[src/rtl/lpddr2_responder.sv]
// lpddr2_responder: memory-side responder for the CPU's LPDDR2 window.
//
// Turns CPU load/store requests into single-word Avalon-MM commands for the
// LPDDR2 controller. A one-entry posted write buffer absorbs stores, and a
// one-word read tag register (rd_tag/rd_data) lets a held read_req hit without
// re-reading DRAM. A read that waits too long for its data is aborted: err is
// set and ERR_WORD is returned.
//
// Optional feature (macro LPDDR2_FWD_EN): a read whose address matches the
// pending write buffer is served from the buffer one cycle later, with no DRAM
// access. Without the macro such a read stalls until the write has drained,
// then reads DRAM normally.
//
// Ports:
//   clk, rst                  clock, asynchronous active-high reset
//   address, write_data       CPU word address and store data
//   write_req, read_req       store strobe, level read request
//   read_data, busy, err      read result, CPU stall, sticky timeout flag
//   avl_ready                 controller calibration/init done
//   avl_addr/wdata/be         Avalon command address, write data, byte enable
//   avl_read/write            Avalon commands (registered)
//   avl_waitrequest           command not accepted this cycle
//   avl_rdata/rdata_valid     Avalon read return
module lpddr2_responder #(
  parameter int unsigned AVL_ADDR_W = 27,
  parameter int unsigned TIMEOUT    = 1023,
  parameter logic [31:0] ERR_WORD   = 32'hDEADBEEF
) (
  input  logic                  clk,
  input  logic                  rst,
  input  logic [26:0]           address,
  input  logic [31:0]           write_data,
  input  logic                  write_req,
  input  logic                  read_req,
  output logic [31:0]           read_data,
  output logic                  busy,
  output logic                  err,
  input  logic                  avl_ready,
  output logic [AVL_ADDR_W-1:0] avl_addr,
  output logic [31:0]           avl_wdata,
  output logic [3:0]            avl_be,
  output logic                  avl_read,
  output logic                  avl_write,
  input  logic                  avl_waitrequest,
  input  logic [31:0]           avl_rdata,
  input  logic                  avl_rdata_valid
);

  localparam int unsigned CntW = (TIMEOUT > 1) ? $clog2(TIMEOUT + 1) : 1;

  typedef enum logic [1:0] {StIdle, StWrCmd, StRdCmd, StRdWait} state_e;

  state_e                state_q, state_d;
  logic                  wbuf_full_q, wbuf_full_d;
  logic [26:0]           wbuf_addr_q, wbuf_addr_d;
  logic [31:0]           wbuf_data_q, wbuf_data_d;
  logic                  rd_valid_q, rd_valid_d;
  logic [26:0]           rd_tag_q, rd_tag_d;
  logic [31:0]           read_data_q, read_data_d;
  logic [26:0]           miss_addr_q, miss_addr_d;
  logic                  err_q, err_d;
  logic [CntW-1:0]       cnt_q, cnt_d;
  logic                  avl_read_q, avl_read_d;
  logic                  avl_write_q, avl_write_d;
  logic [AVL_ADDR_W-1:0] avl_addr_q, avl_addr_d;
  logic [31:0]           avl_wdata_q, avl_wdata_d;

  logic tag_match, pend_match, hit, fwd, rd_miss, wr_capture;
  // Set once rd_data already holds the pending buffer's data, so the tag may hit.
  logic wbuf_fwd_q;

  assign tag_match  = rd_valid_q && (rd_tag_q == address);
  assign pend_match = wbuf_full_q && (wbuf_addr_q == address);
  // A tag hit on an address with a pending write is stale unless it was forwarded.
  assign hit        = read_req && tag_match && (!pend_match || wbuf_fwd_q);
  assign wr_capture = write_req && !wbuf_full_q;

`ifdef LPDDR2_FWD_EN
  logic wbuf_fwd_d;

  // Only forward when no DRAM read is in flight, so a fill can never overwrite it.
  assign fwd = read_req && pend_match && !hit && ((state_q == StIdle) || (state_q == StWrCmd));

  always_comb begin
    wbuf_fwd_d = wbuf_fwd_q;
    if (wr_capture) begin
      wbuf_fwd_d = 1'b0;
    end else if (fwd) begin
      wbuf_fwd_d = 1'b1;
    end
  end

  always_ff @(posedge clk or posedge rst) begin
    if (rst) begin
      wbuf_fwd_q <= 1'b0;
    end else begin
      wbuf_fwd_q <= wbuf_fwd_d;
    end
  end
`else
  assign fwd        = 1'b0;
  assign wbuf_fwd_q = 1'b0;
`endif

  assign rd_miss = read_req && !hit && !fwd;
  assign busy    = !avl_ready || (write_req && wbuf_full_q) || (read_req && !hit);

  always_comb begin
    state_d     = state_q;
    wbuf_full_d = wbuf_full_q;
    wbuf_addr_d = wbuf_addr_q;
    wbuf_data_d = wbuf_data_q;
    rd_valid_d  = rd_valid_q;
    rd_tag_d    = rd_tag_q;
    read_data_d = read_data_q;
    miss_addr_d = miss_addr_q;
    err_d       = err_q;
    cnt_d       = cnt_q;
    avl_read_d  = avl_read_q;
    avl_write_d = avl_write_q;
    avl_addr_d  = avl_addr_q;
    avl_wdata_d = avl_wdata_q;

    if (wr_capture) begin
      wbuf_full_d = 1'b1;
      wbuf_addr_d = address;
      wbuf_data_d = write_data;
    end

    if (fwd) begin
      read_data_d = wbuf_data_q;
      rd_tag_d    = address;
      rd_valid_d  = 1'b1;
    end

    case (state_q)
      StIdle: begin
        if (avl_ready) begin
          if (wbuf_full_q) begin
            state_d     = StWrCmd;
            avl_write_d = 1'b1;
            avl_addr_d  = AVL_ADDR_W'(wbuf_addr_q);
            avl_wdata_d = wbuf_data_q;
          end else if (rd_miss) begin
            state_d     = StRdCmd;
            avl_read_d  = 1'b1;
            avl_addr_d  = AVL_ADDR_W'(address);
            miss_addr_d = address;
          end
        end
      end
      StWrCmd: begin
        if (!avl_waitrequest) begin
          avl_write_d = 1'b0;
          wbuf_full_d = 1'b0;
          // Write-through keeps the cached word coherent with DRAM.
          if (rd_valid_q && (rd_tag_q == wbuf_addr_q)) begin
            read_data_d = wbuf_data_q;
          end
          state_d = StIdle;
        end
      end
      StRdCmd: begin
        if (!avl_waitrequest) begin
          avl_read_d = 1'b0;
          cnt_d      = '0;
          state_d    = StRdWait;
        end
      end
      StRdWait: begin
        if (avl_rdata_valid) begin
          read_data_d = avl_rdata;
          rd_tag_d    = miss_addr_q;
          rd_valid_d  = 1'b1;
          state_d     = StIdle;
        end else if (cnt_q == CntW'(TIMEOUT - 1)) begin
          // Abort after TIMEOUT cycles in RD_WAIT; a late return lands in IDLE and is dropped.
          err_d       = 1'b1;
          read_data_d = ERR_WORD;
          rd_valid_d  = 1'b0;
          state_d     = StIdle;
        end else begin
          cnt_d = cnt_q + 1'b1;
        end
      end
      default: state_d = StIdle;
    endcase
  end

  always_ff @(posedge clk or posedge rst) begin
    if (rst) begin
      state_q     <= StIdle;
      wbuf_full_q <= 1'b0;
      wbuf_addr_q <= '0;
      wbuf_data_q <= '0;
      rd_valid_q  <= 1'b0;
      rd_tag_q    <= '0;
      read_data_q <= '0;
      miss_addr_q <= '0;
      err_q       <= 1'b0;
      cnt_q       <= '0;
      avl_read_q  <= 1'b0;
      avl_write_q <= 1'b0;
      avl_addr_q  <= '0;
      avl_wdata_q <= '0;
    end else begin
      state_q     <= state_d;
      wbuf_full_q <= wbuf_full_d;
      wbuf_addr_q <= wbuf_addr_d;
      wbuf_data_q <= wbuf_data_d;
      rd_valid_q  <= rd_valid_d;
      rd_tag_q    <= rd_tag_d;
      read_data_q <= read_data_d;
      miss_addr_q <= miss_addr_d;
      err_q       <= err_d;
      cnt_q       <= cnt_d;
      avl_read_q  <= avl_read_d;
      avl_write_q <= avl_write_d;
      avl_addr_q  <= avl_addr_d;
      avl_wdata_q <= avl_wdata_d;
    end
  end

  assign read_data = read_data_q;
  assign err       = err_q;
  assign avl_read  = avl_read_q;
  assign avl_write = avl_write_q;
  assign avl_addr  = avl_addr_q;
  assign avl_wdata = avl_wdata_q;
  assign avl_be    = 4'hF;

endmodule

[config.mk]
export PLATFORM = sky130hd
export DESIGN_NAME = lpddr2_responder
export DESIGN_NICKNAME = d
export VERILOG_FILES = /design/src/rtl/lpddr2_responder.sv
export SDC_FILE = /design/constraint.sdc
export NUM_CORES = 1
export LEC_CHECK = 0
export CAP_MARGIN = 0
export CORE_MARGIN = 2
export CORE_UTILIZATION = 40
export DETAILED_ROUTE_END_ITERATION = 10
export SLEW_MARGIN = 20
export SYNTH_ARGS = -nofsm -noshare
export SYNTH_HDL_FRONTEND = slang
export SYNTH_SLANG_ARGS = --single-unit
[constraint.sdc]
create_clock -name clk -period 10.23 [get_ports clk]
set_input_delay 2.5575 -clock clk [delete_from_list [all_inputs] [get_ports clk]]
set_output_delay 2.5575 -clock clk [all_outputs]
set_load 0.02 [all_outputs]
-- Word level (Yosys, flattened, before mapping)
Cells that the tools add are included.
- reductions and logical operators: 32
- muxes and demuxes: 32
- eq/ne operators: 18
- add/subtract/negate cells: 1
- bitwise operators: 2
- operators by type and width (cell ; number):
    $mux 32 ; 4
    $eq 27x27->1 ; 3
    $pmux 32 s2 ; 1
    $mux 27 ; 2
    $mux 10 ; 3
    $pmux 10 s2 ; 1
    $ne 2x2->1 const B ; 9
    $reduce_and 4->1 ; 4
    $mux 2 ; 7
    $reduce_bool 2->1 ; 6
    $mux 1 ; 11
    $add 10x1->10 const B ; 1
    $eq 10x10->1 const B ; 1
    $reduce_and 5->1 ; 2
    $reduce_and 3->1 ; 3
    $logic_and 1x1->1 ; 8
    $pmux 2 s4 ; 1
    $ne 3x3->1 const B ; 2
    $eq 2x2->1 const B ; 2
    $logic_not 1->1 ; 4
    $pmux 1 s2 ; 2
    $reduce_and 2->1 ; 2
    $eq 2x1->1 const B ; 1
    $logic_not 2->1 ; 1
    2 further kinds ; 4
- bits of input ports: 98
- register bits after elaboration: 221

-- Logic depth before layout (Yosys ltp)
Gate-level depths: netlist (run 1).
- word-level depth: 10
- depth in mapped cells: 9
- gate-level depth less buffers: 8

-- Worst setup path before layout (run 1)
No wires, ideal clock.
- kind: input to output
- start: input port address[22]
- end: output port busy
- path slack: 3.905 ns
- arrival: 3.767 ns
- required time: 7.673 ns
- buffers on the path: 1
- cell stages on the path: 7
- cell sequence: xor2_1 nor4_1 nand3_1 o211ai_2 buf_2 nand2_1 nand3_1
- cells in the longest elaborated chain, start to end: 7
- elaborated cells on any way between the ends: 10
- RTL lines (what ; RTL line ; RTL):
    start, declared ; 31 ; input logic [26:0] address,
    $eq 27x27->1, on equally long branches ; 72, 73 ;
    $logic_and 1x1->1, on equally long branches ; 72, 73 ;
    $logic_and 1x1->1 / $logic_not 1->1 (equally long branches) ; 75 ; assign hit = read_req && tag_match && (!pend_match || wbuf_fwd_q);
    $logic_and 1x1->1 * ; 75 ;
    $logic_not 1->1 * ; 106 ; assign busy = !avl_ready || (write_req && wbuf_full_q) || (read_req && !hit);
    $logic_and 1x1->1 * ; 106 ;
    $logic_or 1x1->1 * ; 106 ;
    end, declared ; 36 ; output logic busy,
Every way passes the cells marked *; elsewhere a longest branch is shown, timed or not.

-- Final worst setup path (run 1)
- start: input port address[16]
- end: output port busy
Same word-level chain as after synthesis.

==> impl_summary.md, run 1 <==
Placed design
After legalization and detailed placement, the total HPWL measured 18900 µm. The final estimated routing congestion in global placement is 0.845. During placement, the flow inserted port buffers numbering about 190. The worst-case setup slack after placement is 2.56 ns. After detailed placement, the total cell area comes to 12600 µm².

Pwr
The internal power component is 2.83 mW. The net switching share of the total power is 35.9%. The net switching power of the design is around 1.6 mW. For this design the static power due to leakage is 5.68 nW.

The combinational group share of total power is 40.3%. The share of power burned in the clock network is 22.4%. Power spread over the standard cell area amounts to 326 nW/µm². The share of power burned in registers is 37.3%.

VDD sags by at most ~0.00017 V.

CTS
The post-cts sizing count is 0. The number of buffers inserted during clock tree synthesis is 26. The number of H-tree levels is 1.

Clock-pin slew was measured on the worst setup and hold paths at 0.06 ns. The root buffer cell is sky130_fd_sc_hd__clkbuf_16. For the worst-skew pair, the clock arrives at the later sink with an insertion delay of 0.53 ns. The count of hold-fix buffers inserted at cts is 0. The total number of clock tree sinks is 221. TritonCTS built the clock tree. The largest buffer count on any clock path is 3. The post-CTS setup buffer count is 0.

Timing
The final number of hold-violating endpoints is 0. Static timing analysis puts the maximum clock frequency at 0.130 GHz. The shortest clock period the worst path allows after layout is 7.70 ns. The total negative slack is 0 ns. After layout, the worst setup slack is 2.53 ns.

The headroom to the max-slew limit is between 20% and 30%. The minimum hold slack is about 0.49 ns. For the final database, setup skew stands at 0.0164 ns.

Setup repair after global routing left no endpoint under its margin. Setup violations remaining at the end of the flow were counted as 0. The number of max-slew violations in the final report is 0. Dividing the final minimum period by the clock period gives around three quarters. The measured slew at the worst slew-check pin is ~1.2 ns.

Detailed routing
For this run, design rule violations remaining after detail routing come to 0. Dividing the detail-routed wire length by the instance count gives 20.7 µm. Wires add up to 29200 µm.

For this block, the initial DRC count from the detailed router was 582. After detailed routing, the number of vias per cell comes to 5.33. Before antenna repair, the detailed router went through 4 iterations.

The detail route stage leaves a number of antenna-violating nets equal to 0. The total vias in the final route is 7533.

Global routing
The layer with the highest usage is met2. The met2 global-route usage is 32.1%. Global routing consumed, on the met1 layer, 30.7% of the routing resources. The number of antenna violations at the first check in global routing was 1.

The wire length of the first global-routing pass is 44800 µm. In the global route stage, met3 resource usage came out at between 6 and 7%. The overall routing resource usage is around 21%.

The via count of the first global-routing pass is 7515. For this run the aggregate overflow at the end of global routing stands at 0. Entering global routing, the biggest net connects 147 pins.

Critical path
STA puts the critical path data arrival time at between 5 and 6 ns. Counting stages on the worst path, the most repeated cell is sky130_fd_sc_hd__clkdlybuf4s50_1. Data on the critical path is required at its endpoint by 7.67 ns. The peak fanout along the critical path is 4.

The number of buffer and inverter instances along the worst setup path is 2. The sort of element at the end of the critical path is an output port. The worst setup path is of the in2out kind. The signal on the critical path passes through clkdlybuf4s50_1 -> xor2_1 -> nor4_1 -> nand4_1 -> o211ai_2 -> nand2_1 -> nand3_1 -> clkdlybuf4s50_1. STA classifies the critical path startpoint as a primary input.

The stage delay of the slowest cell on the critical path is 0.69 ns. The cell with the largest stage delay on the worst path is sky130_fd_sc_hd__clkdlybuf4s50_1. On the critical path the largest part of the delay comes from buffers and inverters.

Die
Once the floorplan was initialized, standard cells occupied 40.4% of the core. In this run the vertical extent of the chip is 165 µm. The die covers about 27000 µm². The standard-cell row count is 59. The total area inside the core boundary comes to between 20000 and 30000 µm².

The width of the chip is 165 µm. roughly 200 I/O pins were placed.

Logic synthesis
The share of async-settable or async-resettable flops after synthesis is 100%. During synthesis, Yosys emitted a total of 0 warnings. In this run, synthesis produced a sequential element count of 221. Ranked by total cell area, the synthesized netlist is headed by sky130_fd_sc_hd__dfrtp_1 (53%), sky130_fd_sc_hd__mux2_2 (16%), sky130_fd_sc_hd__xnor2_1 (3.8%), sky130_fd_sc_hd__xor2_1 (3.6%), sky130_fd_sc_hd__o21ai_0 (2.5%).

Summed over its instances, the top area cell type makes up between 50% and 60% of the synthesized netlist area. Counting flops with a built-in enable in the synthesized netlist gives 0. The sequential area share after synthesis is 53.0%. The area of the mapped netlist is around 10000 µm². The average size of a mapped cell is 11.9 µm². The gate count of the mapped netlist is a little under 900.

sky130_fd_sc_hd__dfrtp_1 takes more of the synthesized area than any other cell. Yosys mapped the design onto 49 distinct sky130hd cell types. The dominant register cell in the synthesized netlist is sky130_fd_sc_hd__dfrtp_1.

Layout
The final cell area excluding filler cells is between 10000 and 15000 µm². The net count reported at finish is 1157. The post-layout utilization of the core is about 52%.

The fraction of layout cells with a size suffix above 1 is 21.5%. The relative area change from synthesis to final layout is 29.7%.

Job
The tool flagged a number of max-cap violations equal to 0.

Run status
The flow ran to the end, and the final reports show no timing, DRC or antenna violations.

Worst hold path
The min-delay analysis places its worst path in the category reg2reg.
per-layer routing:
| metal | vias to the layer above | part of all wire, % |
|---|---|---|
| li1 | 3473 | - |
| met1 | 3779 | 44 |
| met2 | 247 | 46 |
| met3 | 34 | 8.3 |
| met4 | 0 | 1.7 |
| met5 | - | 0 |
worst register-to-register path: stages, from the launching register on:
cell and delay, ns:
sky130_fd_sc_hd__dfrtp_1 0.43, sky130_fd_sc_hd__xor2_1 0.18, sky130_fd_sc_hd__nor4_1 0.58, sky130_fd_sc_hd__nand4_1 0.24
sky130_fd_sc_hd__o211ai_2 0.23, sky130_fd_sc_hd__buf_4 0.42, sky130_fd_sc_hd__nand2_1 0.80, sky130_fd_sc_hd__o21ai_0 0.51
sequential cells by signal (all words and copies together), names as in the netlist:
register,count
rd_tag_q,27
cnt_q,10
wbuf_full_q,1
avl_read,1
avl_write,1
avl_wdata,32
read_data,32
miss_addr_q,27
err,1
rd_valid_q,1
wbuf_data_q,32
avl_addr,27
state_q,2
wbuf_addr_q,27
stage by stage:
stage,std cells,power (mW)
5_1_grt,1413,4.67
6_report,1413,4.42
3_3_place_gp,1364,3.42
2_1_floorplan,883,2.69
4_1_cts,1412,4.46
3_5_place_dp,1364,3.44
path summary, 6_finish.rpt:
path / end / slack (ns) / depth (start not counted) / startpoint
setup / recovery: busy / 2.53 / 8 / address[16]
hold / removal: rd_tag_q[23] / 0.49 / 1 / miss_addr_q[23]
setup reg to reg: miss_addr_q[0] / 6.72 / 7 / wbuf_addr_q[16]
hold reg to reg: rd_tag_q[23] / 0.49 / 1 / miss_addr_q[23]
max in group asynchronous: avl_wdata[17] / 6.18 / 3 / rst
min in group asynchronous: rd_tag_q[4] / 2.59 / 2 / rst
layout by cell type, fill, tap and decap left out, drive strengths merged, types with 2 or more instances in the layout:
cell type and count:
mux2 151, nand2 30, and3 3, nor3 3
a22o 2, mux2i 2, inv 52, clkinv 3
conb 4, o21ai 55, nand4 16, a211oi 52
clkdlybuf4s50 192, xor2 43, nor2 43, clkbuf 43
o22ai 26, nor3b 4, and2 2, a31oi 25
dfrtp 221, bufinv 3, ha 2, buf 12
nand3 17, xnor2 45, nor4 11, nor2b 2
a21oi 5
cell usage after synthesis, types with 2 or more instances:
cell type,instances
sky130_fd_sc_hd__a211oi_1,32
sky130_fd_sc_hd__mux2_2,145
sky130_fd_sc_hd__nor3_1,2
sky130_fd_sc_hd__nand2_1,29
sky130_fd_sc_hd__nand3_1,16
sky130_fd_sc_hd__buf_2,10
sky130_fd_sc_hd__a31oi_1,25
sky130_fd_sc_hd__mux2_1,6
sky130_fd_sc_hd__and2_1,2
sky130_fd_sc_hd__dfrtp_1,221
sky130_fd_sc_hd__nor4_1,10
sky130_fd_sc_hd__buf_4,4
sky130_fd_sc_hd__nor3b_1,2
sky130_fd_sc_hd__buf_1,5
sky130_fd_sc_hd__buf_6,8
sky130_fd_sc_hd__and3_1,3
sky130_fd_sc_hd__nor2_1,42
sky130_fd_sc_hd__a22o_1,2
sky130_fd_sc_hd__inv_1,53
sky130_fd_sc_hd__nand4_1,16
sky130_fd_sc_hd__ha_1,2
sky130_fd_sc_hd__a211oi_2,20
sky130_fd_sc_hd__xor2_1,43
sky130_fd_sc_hd__nor2b_1,2
sky130_fd_sc_hd__xnor2_1,45
sky130_fd_sc_hd__mux2i_1,2
sky130_fd_sc_hd__o21ai_0,53
sky130_fd_sc_hd__a21oi_1,4
sky130_fd_sc_hd__clkbuf_2,2
sky130_fd_sc_hd__clkbuf_1,29
sky130_fd_sc_hd__o22ai_1,26
sky130_fd_sc_hd__o21ai_1,2
layout make-up:
type	count	area (µm²)
Fill cell	2322	12300
Sequential cell	221	5530
Multi-Input combinational cell	551	4430
Timing Repair Buffer	204	2010
Clock buffer	43	826
Tap cell	335	419
Inverter	53	211
Clock inverter	5	100
Antenna cell	1	2.50
cells by family after synthesis:
| family | after synthesis | synth area share (%) |
|---|---|---|
| flip-flops | 221 | 53.0 |
| AO/OA/AOI/OAI | 171 | 11.4 |
| multiplexers | 153 | 16.5 |
| AND/OR/NAND/NOR | 133 | 6.53 |
| buffers and inverters | 111 | 4.86 |
| XOR/XNOR | 88 | 7.39 |
| adder cells (fa/ha/maj) | 2 | 0.240 |
| other | 1 | 0.0359 |
power by group through the flow:
| stage | combinational, mW | clock (mW) | sequential (mW) |
|---|---|---|---|
| finish | 1.78 | 0.988 | 1.65 |
| global placement | 1.77 | 0 | 1.65 |
| detailed placement | 1.79 | 0 | 1.65 |
| global route | 1.92 | 1.05 | 1.71 |
| CTS | 1.80 | 1.01 | 1.65 |
| floorplan | 0.894 | 0 | 1.80 |
(Power assumes the default switching activity.)
==> inputs of run 2 (changes only) <==
==> constraint.sdc (replaced) <==
create_clock -name clk -period 7.36 [get_ports clk]
set_input_delay 1.84 -clock clk [delete_from_list [all_inputs] [get_ports clk]]
set_output_delay 1.84 -clock clk [all_outputs]
set_load 0.02 [all_outputs]
==> impl_summary.md, run 2 (synthesized netlist as in run 1, its figures left out) <==
Run status
The flow ran to the end, and the final reports show no timing, DRC or antenna violations.

Global routing
After global routing, the most crowded layer is met2. The met2 global-route usage is ~33%. The via count of the first global-routing pass is approximately 7500. After global routing the overflow that remains totals 0. For this run, the total global-route usage over all layers was measured as 21.7%.

The number of antenna violations at the first check in global routing is 2. The global-route met1 utilization is around 30%. The global routing usage on met3 is between 6 and 7%. The wire length of the first global-routing pass is 45500 µm. Entering global routing, the biggest net connects 177 pins.

Pwr
The combinational group share of total power is 40.3%. Per report_power, the sequential group accounts for 37.5% of the total. For this design the total switching power over the nets is around 2.2 mW. The internal power component is ~4 mW.

The net switching share of the total power is 36.0%. The clock network burns 22.2% of the power. The leakage power summed over all cells is 5.68 nW. Across the VDD grid, the largest voltage drop is 0.000272 V. Dividing total power by cell area gives a power density of 453 nW/µm².

Placed design
The worst-case setup slack after placement is between 1 and 1.5 ns. Once detailed placement completed, the half-perimeter wirelength came to 19200 µm. The number of port buffers is around 190. The final estimated routing congestion in global placement is 0.800.

Job
Across the run, the number of max-cap violations was 0.

Die
The floorplan has 59 rows. For this design the top-level I/O count stands at 197. The die area is 27400 µm².

The height of the die is 165 µm. Measured along the x axis, the die boundary spans 165 µm. For this configuration, the core starts out at a cell density of 40.4%. The area of the core is 25800 µm².

CTS
After clock tree synthesis, the clock-pin slew on the worst setup and hold paths is 0.05 ns. The post-cts sizing count is 0. The CTS tree is built. The number of H-tree levels is 1. CTS placed an instance of sky130_fd_sc_hd__clkbuf_16 at the clock tree root.

The largest buffer count on any clock path is 3. The number of setup buffers added after CTS is 0. After clock tree synthesis, the flow added hold-fix buffers numbering 0. The clock reaches the later pin of the worst-skew pair after 0.53 ns.

In this run, CTS created clock tree buffers numbering 27. Counting every sink on the clock net gives 221.

Detailed routing
For this block, the via count after detailed routing is 7487. The first-pass iteration count of the detailed router is 4. Wires add up to 29500 µm. Once detail routing completed, the nets flagged for antenna violations numbered 0.

In the final routed layout, each cell accounts on average for about 21 µm. After detailed routing, the number of vias per cell comes to between 5 and 6. For this block, the initial DRC count from the detailed router was 454. For this run, design rule violations remaining after detail routing come to 0.

Layout
The net count reported at finish is 1159. The multi-input combinational cells in the finished layout cover a total of 4430 µm². The fraction of layout cells with a size suffix above 1 is 21.7%.

The most frequent standard cell in the layout excluding fill and tap cells is sky130_fd_sc_hd__dfrtp_1. Across the whole layout, storage elements account for 5530 µm². Compared with the post-synthesis result, the final layout area differs by 29.7%. Fill cells in the final layout number 2285. The top cell types in the final layout, fill and taps aside, are sky130_fd_sc_hd__dfrtp_1 (221), sky130_fd_sc_hd__clkdlybuf4s50_1 (192), sky130_fd_sc_hd__mux2_2 (145).

Timing
For the pin with the worst max-slew slack, the measured transition is approximately 1 ns. The final number of hold-violating endpoints came to 0. The worst path meets setup with 1.11 ns of slack. The number of max-slew violations in the final report is 0. The worst path uses 84.9% of the clock period. The maximum frequency from static timing analysis is 0.160 GHz. The total negative slack is 0 ns. Setup repair after global routing left no endpoint under its margin.

Setup violations remaining at the end of the flow were counted as 0. The shortest clock period the worst path allows after layout is 6.25 ns. Headroom to the max-slew limit came out at 34.2%. The worst setup skew after layout is 0.0207 ns.

Critical path
The largest delay contributor family on the critical path is buffers and inverters. The cell with the largest stage delay on the worst path is sky130_fd_sc_hd__clkdlybuf4s50_1. The path type of the worst setup path is in2out. Walking the worst path, the cells encountered are clkdlybuf4s50_1 -> xor2_1 -> nor4_1 -> nand3_1 -> o211ai_2 -> nand2_1 -> nand3_1 -> clkdlybuf4s50_1. The sort of element at the end of the critical path is an output port. The peak fanout along the critical path is 4. The number of buffer and inverter instances along the worst setup path is 2. The stage delay of the slowest cell on the critical path is 0.67 ns.

The arrival time at the worst endpoint is 4.41 ns. The data required time at the worst endpoint is 5.52 ns. The worst setup path is launched from a primary input.

Worst hold path
The worst hold-check path type is reg2reg.
## run 2: cell count changes in the layout (fill, tap and decap cells not counted)
cell / before / now
sky130_fd_sc_hd__nand2_1: 28 / 27
sky130_fd_sc_hd__clkinvlp_4: 0 / 1
sky130_fd_sc_hd__clkbuf_8: 9 / 8
sky130_fd_sc_hd__buf_12: 0 / 1
sky130_fd_sc_hd__nand2_2: 2 / 3
sky130_fd_sc_hd__clkbuf_1: 7 / 6
sky130_fd_sc_hd__clkinv_8: 1 / 0
sky130_fd_sc_hd__clkinv_2: 2 / 3
## run 2: layout make-up
class / instances / share of cell area, %
multi-input cells: 551 / 32.8
inverters: 53 / 1.50
diodes: 1 / 0.0185
clock buffers: 41 / 5.97
flip-flops and latches: 221 / 40.9
repair buffers: 205 / 15.0
well taps: 335 / 3.10
clock inverters: 6 / 0.777
## run 2: layer usage
| layer | up-vias | wire length (µm) | share of wire [%] |
|---|---|---|---|
| met1 | 3777 | 13200 | 45 |
| met5 | - | 11 | 0.037 |
| li1 | 3470 | - | - |
| met4 | 2 | 418 | 1.4 |
| met2 | 206 | 13500 | 46 |
| met3 | 32 | 2410 | 8.2 |
## run 2: power groups by stage
stage | Combinational, mW | Sequential (mW) | Clock, mW
floorplan | 1.24 | 2.50 | 0
global placement | 2.46 | 2.29 | 0
detailed placement | 2.48 | 2.31 | 0
CTS | 2.50 | 2.30 | 1.38
global route | 2.67 | 2.38 | 1.44
finish | 2.47 | 2.30 | 1.36
## run 2: path summary, 6_finish.rpt
check | start | endpoint | slack (ns) | cells after the start
min | err | err | 0.48 | 1
max | address[0] | busy | 1.11 | 8
max reg2reg | wbuf_addr_q[2] | miss_addr_q[26] | 4.26 | 7
min reg2reg | err | err | 0.48 | 1
min in group asynchronous | rst | miss_addr_q[0] | 1.94 | 3
max in group asynchronous | rst | avl_wdata[12] | 4.22 | 4
## run 2: metrics by stage
step / hold slack (ns) / total power, mW / cells / area, µm² / util (%)
detailed placement: 0.465 / 4.79 / 1365 / 12600 / 48.8
global route: 0.515 / 6.50 / 1412 / 13500 / 52.4
global placement: 0.467 / 4.75 / 1365 / 12600 / 48.8
finish: 0.480 / 6.13 / 1413 / 13500 / 52.4
floorplan: 0.469 / 3.74 / 883 / 10400 / -
CTS: 0.485 / 6.18 / 1412 / 13500 / 52.4
==> inputs of run 3 (changes only) <==
--- a/config.mk
+++ b/config.mk
@@ -9,6 +9,7 @@
 export CORE_MARGIN = 2
 export CORE_UTILIZATION = 40
 export DETAILED_ROUTE_END_ITERATION = 10
+export PLACE_DENSITY = 0.66
 export SLEW_MARGIN = 20
 export SYNTH_ARGS = -nofsm -noshare
 export SYNTH_HDL_FRONTEND = slang
==> constraint.sdc (replaced) <==
create_clock -name clk -period 5.61 [get_ports clk]
set_input_delay 1.4025 -clock clk [delete_from_list [all_inputs] [get_ports clk]]
set_output_delay 1.4025 -clock clk [all_outputs]
set_load 0.02 [all_outputs]
==> impl_summary.md, run 3 (synthesized netlist as in run 1, its figures left out) <==
Critical path
The critical path launch point type is a primary input. For the worst flop-to-flop path, the logic depth is 9. STA classifies the critical path endpoint as an output port. The largest single stage delay on the critical path is between 0.6 and 0.7 ns. Data on the critical path arrives at its endpoint at 3.82 ns. The data required time at the worst endpoint is 4.21 ns. The largest individual stage delay along the critical path comes from the cell sky130_fd_sc_hd__clkdlybuf4s50_1. The startpoint identified for the worst register-to-register timing path is wbuf_addr_q[0].

The critical path goes through clkdlybuf4s50_1 -> xor2_1 -> nor4_1 -> buf_4 -> nand3_1 -> o211ai_2 -> nand2_1 -> nand3_1 -> clkdlybuf4s50_1. Grouping stages by cell kind, the critical path spends the most delay in buffers and inverters. The path type of the worst setup path is in2out. The peak fanout along the critical path is 4.

The number of buffer and inverter instances along the worst setup path is 3. The end of the worst register-to-register path is miss_addr_q[6]. Across all register-to-register paths, the minimum setup slack is 2.46 ns.

Layout
In the final design database the tool counted 1166 nets. After the flow finishes, the layout carries non-filler instances totaling 1419. The area of the multi-input gates is 4430 µm². The fill cell total of the finished layout is 2302. The fraction of layout cells with a size suffix above 1 is 21.9%.

The most frequent standard cell in the layout excluding fill and tap cells is sky130_fd_sc_hd__dfrtp_1. The relative area change from synthesis to final layout is 29.9%. The final cell area excluding filler cells is 13600 µm². The area used by sequential logic in the layout is 5530 µm². Measured on the finished design, the core utilization comes to a little over half. The number of diodes is 0.

In the layout the commonest cells are sky130_fd_sc_hd__dfrtp_1 (221), sky130_fd_sc_hd__clkdlybuf4s50_1 (192), sky130_fd_sc_hd__mux2_2 (145).

Global routing
The overall routing resource usage is 21.6%. The global-route congestion overflow total is 0. The maximum number of pins on one net before global-route repair is 83. The via count of the first global-routing pass came to around 7900. The wire length of the first global-routing pass is 45600 µm.

The number of antenna violations at the first check in global routing is 1.

CTS
The number of clock buffers added by TritonCTS is 26. The clock net in this run drives a total of between 200 and 250 sinks. CTS placed an instance of sky130_fd_sc_hd__clkbuf_16 at the clock tree root.

Counting along the longest clock path gives a buffer depth of 3. The post-CTS setup buffer count is 0. The count of hold-fix buffers inserted at cts is 0. In this run the number of H-tree levels came out at 1.

The post-cts sizing count is 0. Clock-pin slew was measured on the worst setup and hold paths at approximately 0.06 ns. The CTS tree is built. The clock latency of the later-clocked register in the worst-skew pair is 0.53 ns.

Timing
The number of max-slew violations in the final report is 0. The measured slew at the worst slew-check pin is 1.04 ns. Derived from the worst setup path, the maximum achievable clock frequency is 0.191 GHz. Clock skew on the completed layout was measured at 0.0236 ns. In this run the tightest slew margin relative to its limit is a little under a third. The final setup violation count is 0. The portion of the clock cycle consumed by the worst path in the final layout is 93.1%. The final number of hold-violating endpoints is 0.

The shortest clock period the worst path allows after layout is 5.23 ns. The worst path meets setup with about 0.38 ns of slack. Setup repair after global routing left no endpoint under its margin. Setup total negative slack on the finished layout was measured at 0 ns.

Placed design
Port buffering added 192 buffers. OpenSTA, run right after detailed placement, puts the worst setup slack at a little under 0.4 ns. After legalization and detailed placement, the total HPWL measured 19200 µm. The final estimated routing congestion in global placement is 0.789.

Summing all placed instances gives a cell area of ~13000 µm². The cell total after placement is 1373.

Detailed routing
The per-cell routed wire length is slightly above 20 µm. Before antenna repair, the detailed router went through 5 iterations. Summed over all layers, the routed wires come to 29200 µm. Summing over every cut layer, the via total after detailed routing is 7600. In the routed design, unresolved DRC markers number 0. The via-per-instance ratio is around 5.4. In this run the remaining antenna-violating nets after routing total 0. The violation count after the first detailed-routing iteration is 539.

Worst hold path
Along the worst hold path, the cell count comes to 1. For hold timing, the worst endpoint is err. The min-delay analysis places its worst path in the category reg2reg.

In this run the most critical hold path is launched from err.

Die
In this run the core area contains 59 standard-cell rows. The die area is 27400 µm². The width of the chip is approximately 170 µm. The initial cell density of the core is roughly two fifths. In this run the standard cell core region covers 25800 µm². Measured along the y axis, the die boundary spans 165 µm. Pin placement for this block handled 197 I/O pins.

Pwr
Summed over all cells, the static leakage comes to 5.69 nW. The total power per unit cell area is approximately 590 nW/µm². Across the VDD grid, the largest voltage drop is 0.000274 V.

Run status
The run finished with clean final reports.

Job
Max-cap violations in this run came to 0.
==> run 3: cell count changes in the layout (fill, tap and decap cells not counted), sizes merged <==
cell / delta
diode: -1
clkbuf: -2
inv: +1
buf: +8
==> run 3: how the worst max path moves through the flow <==
stage | from | endpoint | slack (ns) | depth (start not counted)
after floorplan | rst | avl_addr[0] | 1.33 | 1
after global placement | address[0] | busy | 0.44 | 9
after detailed placement | address[0] | busy | 0.40 | 9
after CTS | address[0] | busy | 0.38 | 9
after global routing | address[0] | busy | 0.23 | 9
final | address[0] | busy | 0.38 | 9
==> run 3: power breakdown <==
group	total (mW)	switching, mW	internal, mW	leakage (nW)
registers	3.01	0.646	2.37	2.68
clock network	1.72	0.658	1.06	0.424
logic	3.26	1.58	1.68	2.59
==> run 3: through the flow <==
| step | power (mW) | hold slack (ns) |
|---|---|---|
| global route | 8.47 | 0.502 |
| detailed placement | 6.29 | 0.465 |
| finish | 7.99 | 0.482 |
| global placement | 6.21 | 0.461 |
| floorplan | 4.91 | 0.469 |
| CTS | 8.05 | 0.486 |
==> run 3: worst reg2reg max path, stage by stage (launching register included) <==
cell and delay, ns:
sky130_fd_sc_hd__dfrtp_1 0.44, sky130_fd_sc_hd__xor2_1 0.19, sky130_fd_sc_hd__nor4_1 0.32, sky130_fd_sc_hd__buf_4 0.18, sky130_fd_sc_hd__nand3_1 0.11, sky130_fd_sc_hd__o211ai_2 0.21, sky130_fd_sc_hd__buf_4 0.42, sky130_fd_sc_hd__nand2_1 0.59
sky130_fd_sc_hd__buf_4 0.41, sky130_fd_sc_hd__o21ai_0 0.19
==> run 3: area by class of cell <==
class,count,share of cell area (%)
timing repair buffer,213,15.5
inverter,53,1.50
clock buffer,39,5.54
sequential,221,40.8
multi-input combinational,551,32.7
clock inverter,7,0.840
tap,335,3.09
==> run 3: metal layers <==
metal  part of all wire, %  global-route usage, %  wire, µm
met5                     0                      0         0
met4                   2.1                   4.98       610
met3                    10                   7.94      2940
met2                    46                   34.1     13400
met1                    42                   28.4     12200
